===== src/rtl/ldm_writeback_seq.sv =====
// Write-back sequencer: routes single ALU/load results and expands LDM/POP register
// lists into ascending per-beat register writes, diverting r15 to the PC port.
module ldm_writeback_seq #(
  parameter int WORD       = 32,
  parameter int ADDR_WIDTH = 4,
  parameter int LIST_WIDTH = 16
) (
  input  logic                  clk_i,
  input  logic                  rst_n_i,
  input  logic                  wb_valid_i,
  input  logic [ADDR_WIDTH-1:0] wb_addr_i,
  input  logic [WORD-1:0]       wb_data_i,
  input  logic                  multi_start_i,
  input  logic [LIST_WIDTH-1:0] multi_list_i,
  input  logic                  mem_valid_i,
  input  logic [WORD-1:0]       mem_data_i,
  output logic                  mem_ready_o,
  output logic                  stall_o,
  output logic                  reg_write_en_o,
  output logic [ADDR_WIDTH-1:0] reg_write_addr_o,
  output logic [WORD-1:0]       reg_write_data_o,
  output logic                  pc_write_en_o,
  output logic [WORD-1:0]       pc_write_data_o,
  output logic                  done_o,
  output logic                  protocol_err_o
);
  localparam logic [ADDR_WIDTH-1:0] PC_ADDR = ADDR_WIDTH'(15);

  typedef enum logic {S_IDLE, S_MULTI} state_t;

  state_t                r_state;
  logic [LIST_WIDTH-1:0] r_pending;
  logic                  r_reg_we, r_pc_we, r_done, r_err;
  logic [ADDR_WIDTH-1:0] r_reg_addr;
  logic [WORD-1:0]       r_reg_data, r_pc_data;

  logic [ADDR_WIDTH-1:0] w_tgt;
  logic [LIST_WIDTH-1:0] w_tgt_mask, w_rest;
  logic                  w_beat, w_wr, w_done, w_is_pc;
  logic [ADDR_WIDTH-1:0] w_addr;
  logic [WORD-1:0]       w_data;

  // Lowest set bit of the pending list: scanning high-to-low leaves the lowest hit.
  always_comb begin
    w_tgt      = '0;
    w_tgt_mask = '0;
    for (int i = LIST_WIDTH-1; i >= 0; i--) begin
      if (r_pending[i]) begin
        w_tgt      = ADDR_WIDTH'(i);
        w_tgt_mask = LIST_WIDTH'(1) << i;
      end
    end
  end

  assign w_beat = (r_state == S_MULTI) && mem_valid_i;
  assign w_rest = r_pending & ~w_tgt_mask;

  always_comb begin
    w_wr   = 1'b0;
    w_addr = wb_addr_i;
    w_data = wb_data_i;
    w_done = 1'b0;
    if (r_state == S_IDLE) begin
      w_wr   = wb_valid_i;
      w_done = multi_start_i && (multi_list_i == '0);
    end else if (w_beat) begin
      w_wr   = 1'b1;
      w_addr = w_tgt;
      w_data = mem_data_i;
      w_done = (w_rest == '0);
    end
  end

  assign w_is_pc = (w_addr == PC_ADDR);

  always_ff @(posedge clk_i or negedge rst_n_i) begin
    if (!rst_n_i) begin
      r_state    <= S_IDLE;
      r_pending  <= '0;
      r_reg_we   <= 1'b0;
      r_reg_addr <= '0;
      r_reg_data <= '0;
      r_pc_we    <= 1'b0;
      r_pc_data  <= '0;
      r_done     <= 1'b0;
      r_err      <= 1'b0;
    end else begin
      r_reg_we <= w_wr && !w_is_pc;
      r_pc_we  <= w_wr && w_is_pc;
      r_done   <= w_done;
      if (w_wr && !w_is_pc) begin
        r_reg_addr <= w_addr;
        r_reg_data <= w_data;
      end
      if (w_wr && w_is_pc) r_pc_data <= w_data;
      case (r_state)
        S_IDLE: begin
          if (multi_start_i && (multi_list_i != '0)) begin
            r_pending <= multi_list_i;
            r_state   <= S_MULTI;
          end
        end
        S_MULTI: begin
          // New requests during a burst are dropped, not queued.
          if (wb_valid_i || multi_start_i) r_err <= 1'b1;
          if (w_beat) begin
            r_pending <= w_rest;
            if (w_rest == '0) r_state <= S_IDLE;
          end
        end
        default: r_state <= S_IDLE;
      endcase
    end
  end

  assign mem_ready_o      = (r_state == S_MULTI);
  assign stall_o          = (r_state == S_MULTI);
  assign reg_write_en_o   = r_reg_we;
  assign reg_write_addr_o = r_reg_addr;
  assign reg_write_data_o = r_reg_data;
  assign pc_write_en_o    = r_pc_we;
  assign pc_write_data_o  = r_pc_data;
  assign done_o           = r_done;
  assign protocol_err_o   = r_err;
endmodule


===== config.mk =====
export PLATFORM = sky130hd
export DESIGN_NAME = ldm_writeback_seq
export DESIGN_NICKNAME = d
export VERILOG_FILES = /design/src/rtl/ldm_writeback_seq.sv
export SDC_FILE = /design/constraint.sdc
export NUM_CORES = 1
export LEC_CHECK = 0
export CELL_PAD_IN_SITES_DETAIL_PLACEMENT = 0
export CELL_PAD_IN_SITES_GLOBAL_PLACEMENT = 1
export CORE_ASPECT_RATIO = 1.4
export CORE_MARGIN = 10
export CORE_UTILIZATION = 35
export CTS_BUF_LIST = sky130_fd_sc_hd__clkbuf_4
export CTS_CLUSTER_DIAMETER = 40
export DETAILED_ROUTE_END_ITERATION = 6
export PLACE_DENSITY_LB_ADDON = 0.1
export SETUP_SLACK_MARGIN = 0.05
export SYNTH_ARGS = -nofsm -noshare
export SYNTH_HDL_FRONTEND = slang
export SYNTH_SLANG_ARGS = --single-unit

===== constraint.sdc =====
create_clock -name clk_i -period 2.5 [get_ports clk_i]
set_input_delay 0.375 -clock clk_i [delete_from_list [all_inputs] [get_ports clk_i]]
set_output_delay 0.375 -clock clk_i [all_outputs]
set_load 0.005 [all_outputs]

* After elaboration in Yosys (flattened, before gate mapping)
Index checks and enable logic that the tools add are counted.
** Operators by class
- Multiplexer cells :: 47
- Eq/ne operators :: 3
- Bitwise operators :: 3
- Reduce and logical (&&, ||, !) cells :: 12
** Operator list (number)
- $mux 16 :: 18
- $mux 4 :: 18
- $mux 32 :: 2
- $logic_not 16->1 :: 2
- $pmux 16 s2 :: 1
- $and 16x16->16 :: 1
- $not 16->16 :: 1
- $reduce_bool 16->1 :: 1
- $mux 1 :: 7
- $logic_and 1x1->1 :: 5
- $eq 4x4->1 const B :: 1
- $ne 2x1->1 const B :: 2
- $reduce_and 2->1 :: 2
- $pmux 1 s2 :: 1
- $logic_not 1->1 :: 1
- $logic_or 1x1->1 :: 1
- $not 1->1 :: 1
** Word-level totals
- Output and inout port bits :: 74
- Bits in registers :: 89
- Input bits :: 89
- Logic and storage cells :: 74

* Longest topological paths before layout
- Depth after elaboration :: 22
- Gate-level depth with buffers :: 8
- Depth with buffers taken out :: 6

* Worst setup path after synthesis
No wires, ideal clock.
- Path kind :: register -> register
- Start :: register r_pending[8]
- End :: register r_reg_data[10] (netlist: reg_write_data_o[10])
- Setup slack :: 247 ps
- Clock period less this slack :: 2253 ps
- Buffers on the path :: 2
- Arrival :: 2128 ps
- Required time :: 2375 ps
- Library setup time :: 125 ps
- Cell stages (with the launch flop) :: 9
- Cell sequence :: dfrtp_1 buf_2 nor4_2 and2_1 o31a_1 nor2_4 a21oi_2 buf_6 mux2_4
** Between the ends
- Word-level cells in the longest chain between the ends :: 14
** Ends and longest elaborated chain
- start: declaration :: RTL line 32 : logic [LIST_WIDTH-1:0] r_pending;
- start signal: assignment :: RTL line 99 : r_pending <= multi_list_i;
- start signal: assignment :: RTL line 107 : r_pending <= w_rest;
- $mux 4 (9 in series) :: RTL line 48 : if (r_pending[i]) begin
- $mux 4 :: RTL line 66 : end else if (w_beat) begin
- $mux 4 :: RTL line 63 : if (r_state == S_IDLE) begin
- $eq 4x4->1 :: RTL line 74 : assign w_is_pc = (w_addr == PC_ADDR);
- $logic_not 1->1 :: RTL line 91 : if (w_wr && !w_is_pc) begin
- $logic_and 1x1->1 :: RTL line 91
- end signal: assignment :: RTL line 93 : r_reg_data <= w_data;
- end: declaration :: RTL line 35 : logic [WORD-1:0] r_reg_data, r_pc_data;
No other way between the ends.
A chain may end at the register's enable or synchronous reset.

* Worst setup path after layout
- Start :: register r_pending[3]
- End :: register r_pc_data[0] (netlist: pc_write_data_o[0])
** Between the ends
- Word-level cells in the longest chain between the ends :: 8
** Ends and longest elaborated chain
- $mux 4 (4 in series) :: RTL line 48
- $mux 4 :: RTL line 66
- $mux 4 :: RTL line 63
- $eq 4x4->1 :: RTL line 74
- $logic_and 1x1->1 :: RTL line 95 : if (w_wr && w_is_pc) r_pc_data <= w_data;
- end signal: assignment :: RTL line 95
- end: declaration :: RTL line 35
No other way between the ends.

==> impl_metrics.json <==
{
  "finalCriticalPeriod_ps": 2360,
  "boundaryPins": 163,
  "grt_usage_pct": 14.9,
  "r2r_slack_ps": 140,
  "yosysWarnings": 0,
  "rsz0062_at_grt": "yes",
  "drt_iter0_markers": 142,
  "num_vias": 3722,
  "fin_crit_sh_pct": 94.3,
  "drive_gt1_share_pct": 17.2,
  "power_leakage_uw": 0.00306,
  "place_congestion": 0.821,
  "clk_pin_slew_ps": 150,
  "synth_area_leaders": "dfrtp_1 50%, nand2_1 10%, mux2_4 9.9%, mux2_1 7.4%, a22o_1 1.8%",
  "cp-start-kind": "flip-flop",
  "maxCapViolCount": 0,
  "r2r_cells": 8,
  "async_flop_share_pct": 100,
  "clk_latency_ps": 450,
  "hold_viol": 0,
  "finalNetCount": 687,
  "totalWireLength_um": 13500,
  "wl_per_cell_um": 17.8,
  "clk_path_buf_depth": 2,
  "synth_top_area_share_pct": 50.5,
  "r2r_start": "r_pending[3]",
  "ys_types": 49,
  "hold_path.class": "input port to asynchronous set/reset pin",
  "initial_core_util_pct": 35.7,
  "pre_cts_ws_ps": -94.8,
  "synth_edf_count": 0,
  "cts_buffers": 9,
  "placement.io_buffers": 162,
  "post_cts_buffers": 0,
  "criticalPathCategory": "flip-flop to flip-flop",
  "cts_tree": "yes",
  "finClkSkew_ps": 15.1,
  "grt_max_degree": 47,
  "endpoint_kind": "flip-flop",
  "crit_fanout": 33,
  "grt_pass1_wl_um": 21000,
  "syn_inst": 413,
  "worstMarginPinSlew_ps": 621,
  "ir_drop_mv": 0.644,
  "finalMaxSlewViolations": 0,
  "dieArea_sq_um": 17600,
  "synth_commonest_cells": "121 x nand2_1, 89 x dfrtp_1, 29 x mux2_1, 29 x mux2_4, 17 x nor2_1",
  "rows": 48,
  "ant_nets": 0,
  "status": "finished, final reports clean",
  "synth_nets": 502,
  "cts-root-buf": "clkbuf_4",
  "synth-seq-cells": 89,
  "slew_headroom_pct": 58.6,
  "coreArea_sq_um": 12400,
  "crit_end": "pc_write_data_o[0]",
  "synth.avg_cell_area_sq_um": 10.7,
  "die_w_um": 115,
  "grt_overflow_total": 0,
  "p_per_area_nw_per_um2": 1200,
  "synthFlopType": "dfrtp_1",
  "antenna_found_initial": 1,
  "syn_area_sq_um": 4410,
  "critPathRequiredTime_ps": 2830,
  "h-tree-depth": 3,
  "crit_arrival_ps": 2690,
  "setup_ws_ps": 142,
  "viasPerCell": 4.94,
  "synthMostInstantiatedCell": "nand2_1",
  "grt_pass1_vias": 3825,
  "hold_ws_ps": 462,
  "timing.rr.end": "pc_write_data_o[0]",
  "die_h_um": 153,
  "hpwl_um": 10500,
  "cts.sinks": 89,
  "setup_viol": 0,
  "max_freq_ghz": 0.424,
  "worstSetupStartpoint": "r_pending[3]",
  "drc": 0,
  "yosys.area.top_type": "dfrtp_1",
  "syn2layout_area_growth_pct": 50.0,
  "firstDrtPassIters": 4,
  "ys_seq_area_share_pct": 50.5
}
==> cell families (layout without fill, tap and decap cells) <==
kind of cell,Yosys count,count (layout),share of synthesized area (%)
AO/OA/AOI/OAI,59,59,9.58
buffers and inverters,26,216,2.95
flip-flops,89,89,50.5
AND/OR/NAND/NOR,172,172,17.5
adder cells (fa/ha/maj),3,3,0.737
other,0,1,0
multiplexers,64,64,18.8
==> state kept, by name, indices dropped and copies added (netlist names) <==
register          cells
pc_write_en_o         1
reg_write_data_o     32
done_o                1
pc_write_data_o      32
protocol_err_o        1
reg_write_addr_o      4
r_pending            16
reg_write_en_o        1
mem_ready_o           1
==> worst max-delay path: stages (launching register included) <==
cell	delay (ps)
dfrtp_1	400
buf_4	160
nor4_4	380
nand2_2	110
o31a_1	340
nor2_4	200
nand3_4	100
buf_12	200
mux2_1	330
==> cells in the final DEF (no fill, tap or decap), drive strengths merged, types with 2 or more instances in the layout <==
cell type        n
a221oi           2
clkdlybuf4s50  161
maj3             3
nand3            4
nor3             4
nor2b            3
o22a             2
nor2            18
a211o            2
o221ai           2
o31a             2
a21o             5
or4              2
and2             2
mux2            64
a22o             9
clkbuf           9
nand2          122
inv              7
or2              2
nand2b           2
dfrtp           89
o21ai           15
nand4            2
nor4             8
a21oi           13
buf             34
clkinv           3
==> cell type report <==
| type | count | area [sq um] |
|---|---|---|
| multi-input cells | 298 | 2110 |
| clock buffers | 9 | 67.6 |
| well taps | 150 | 188 |
| inverters | 4 | 15.0 |
| fillers | 1150 | 5750 |
| flip-flops and latches | 89 | 2230 |
| repair buffers | 196 | 1930 |
| diodes | 1 | 2.50 |
| clock inverters | 7 | 77.6 |
==> power by group <==
group          internal [uW]  total [uW]  switching, uW
Sequential              2090        2580            491
Combinational           2640        4490           1850
Clock                    318         850            533
==> per-layer routing <==
layer | wire length, um | global-route usage, %
met5 | 0 | 0
met4 | 185 | 4.85
met3 | 946 | 4.43
met2 | 7010 | 26.0
met1 | 5300 | 16.7
==> metrics by stage <==
| step | total power (uW) | instances | setup TNS, ps | utilization, % | area, sq um |
|---|---|---|---|---|---|
| floorplan | 4790 | 413 | 0 | - | 4410 |
| global placement | 6980 | 736 | -949 | 51.8 | 6410 |
| detailed placement | 7040 | 736 | -3060 | 51.8 | 6410 |
| CTS | 7930 | 753 | 0 | 53.1 | 6570 |
| global route | 8520 | 754 | 0 | 53.5 | 6620 |
| finish | 7920 | 754 | 0 | 53.5 | 6620 |
==> worst min-delay path by stage <==
stage,from,endpoint,slack (ps),cells after the start
after floorplan,rst_n_i,done_o,80,0
after global placement,rst_n_i,pc_write_data_o[29],430,1
after detailed placement,rst_n_i,pc_write_data_o[29],440,1
after CTS,multi_list_i[11],r_pending[11],440,3
after global routing,multi_list_i[11],r_pending[11],430,3
final,rst_n_i,pc_write_data_o[29],460,2
==> timing repair <==
action	in CTS	in global routing
hold buffers	1	0
gates resized for setup	0	9
setup endpoints to repair	0	65
endpoints found under the hold margin	45	0
No activity file was read; power rests on OpenSTA's default activity.
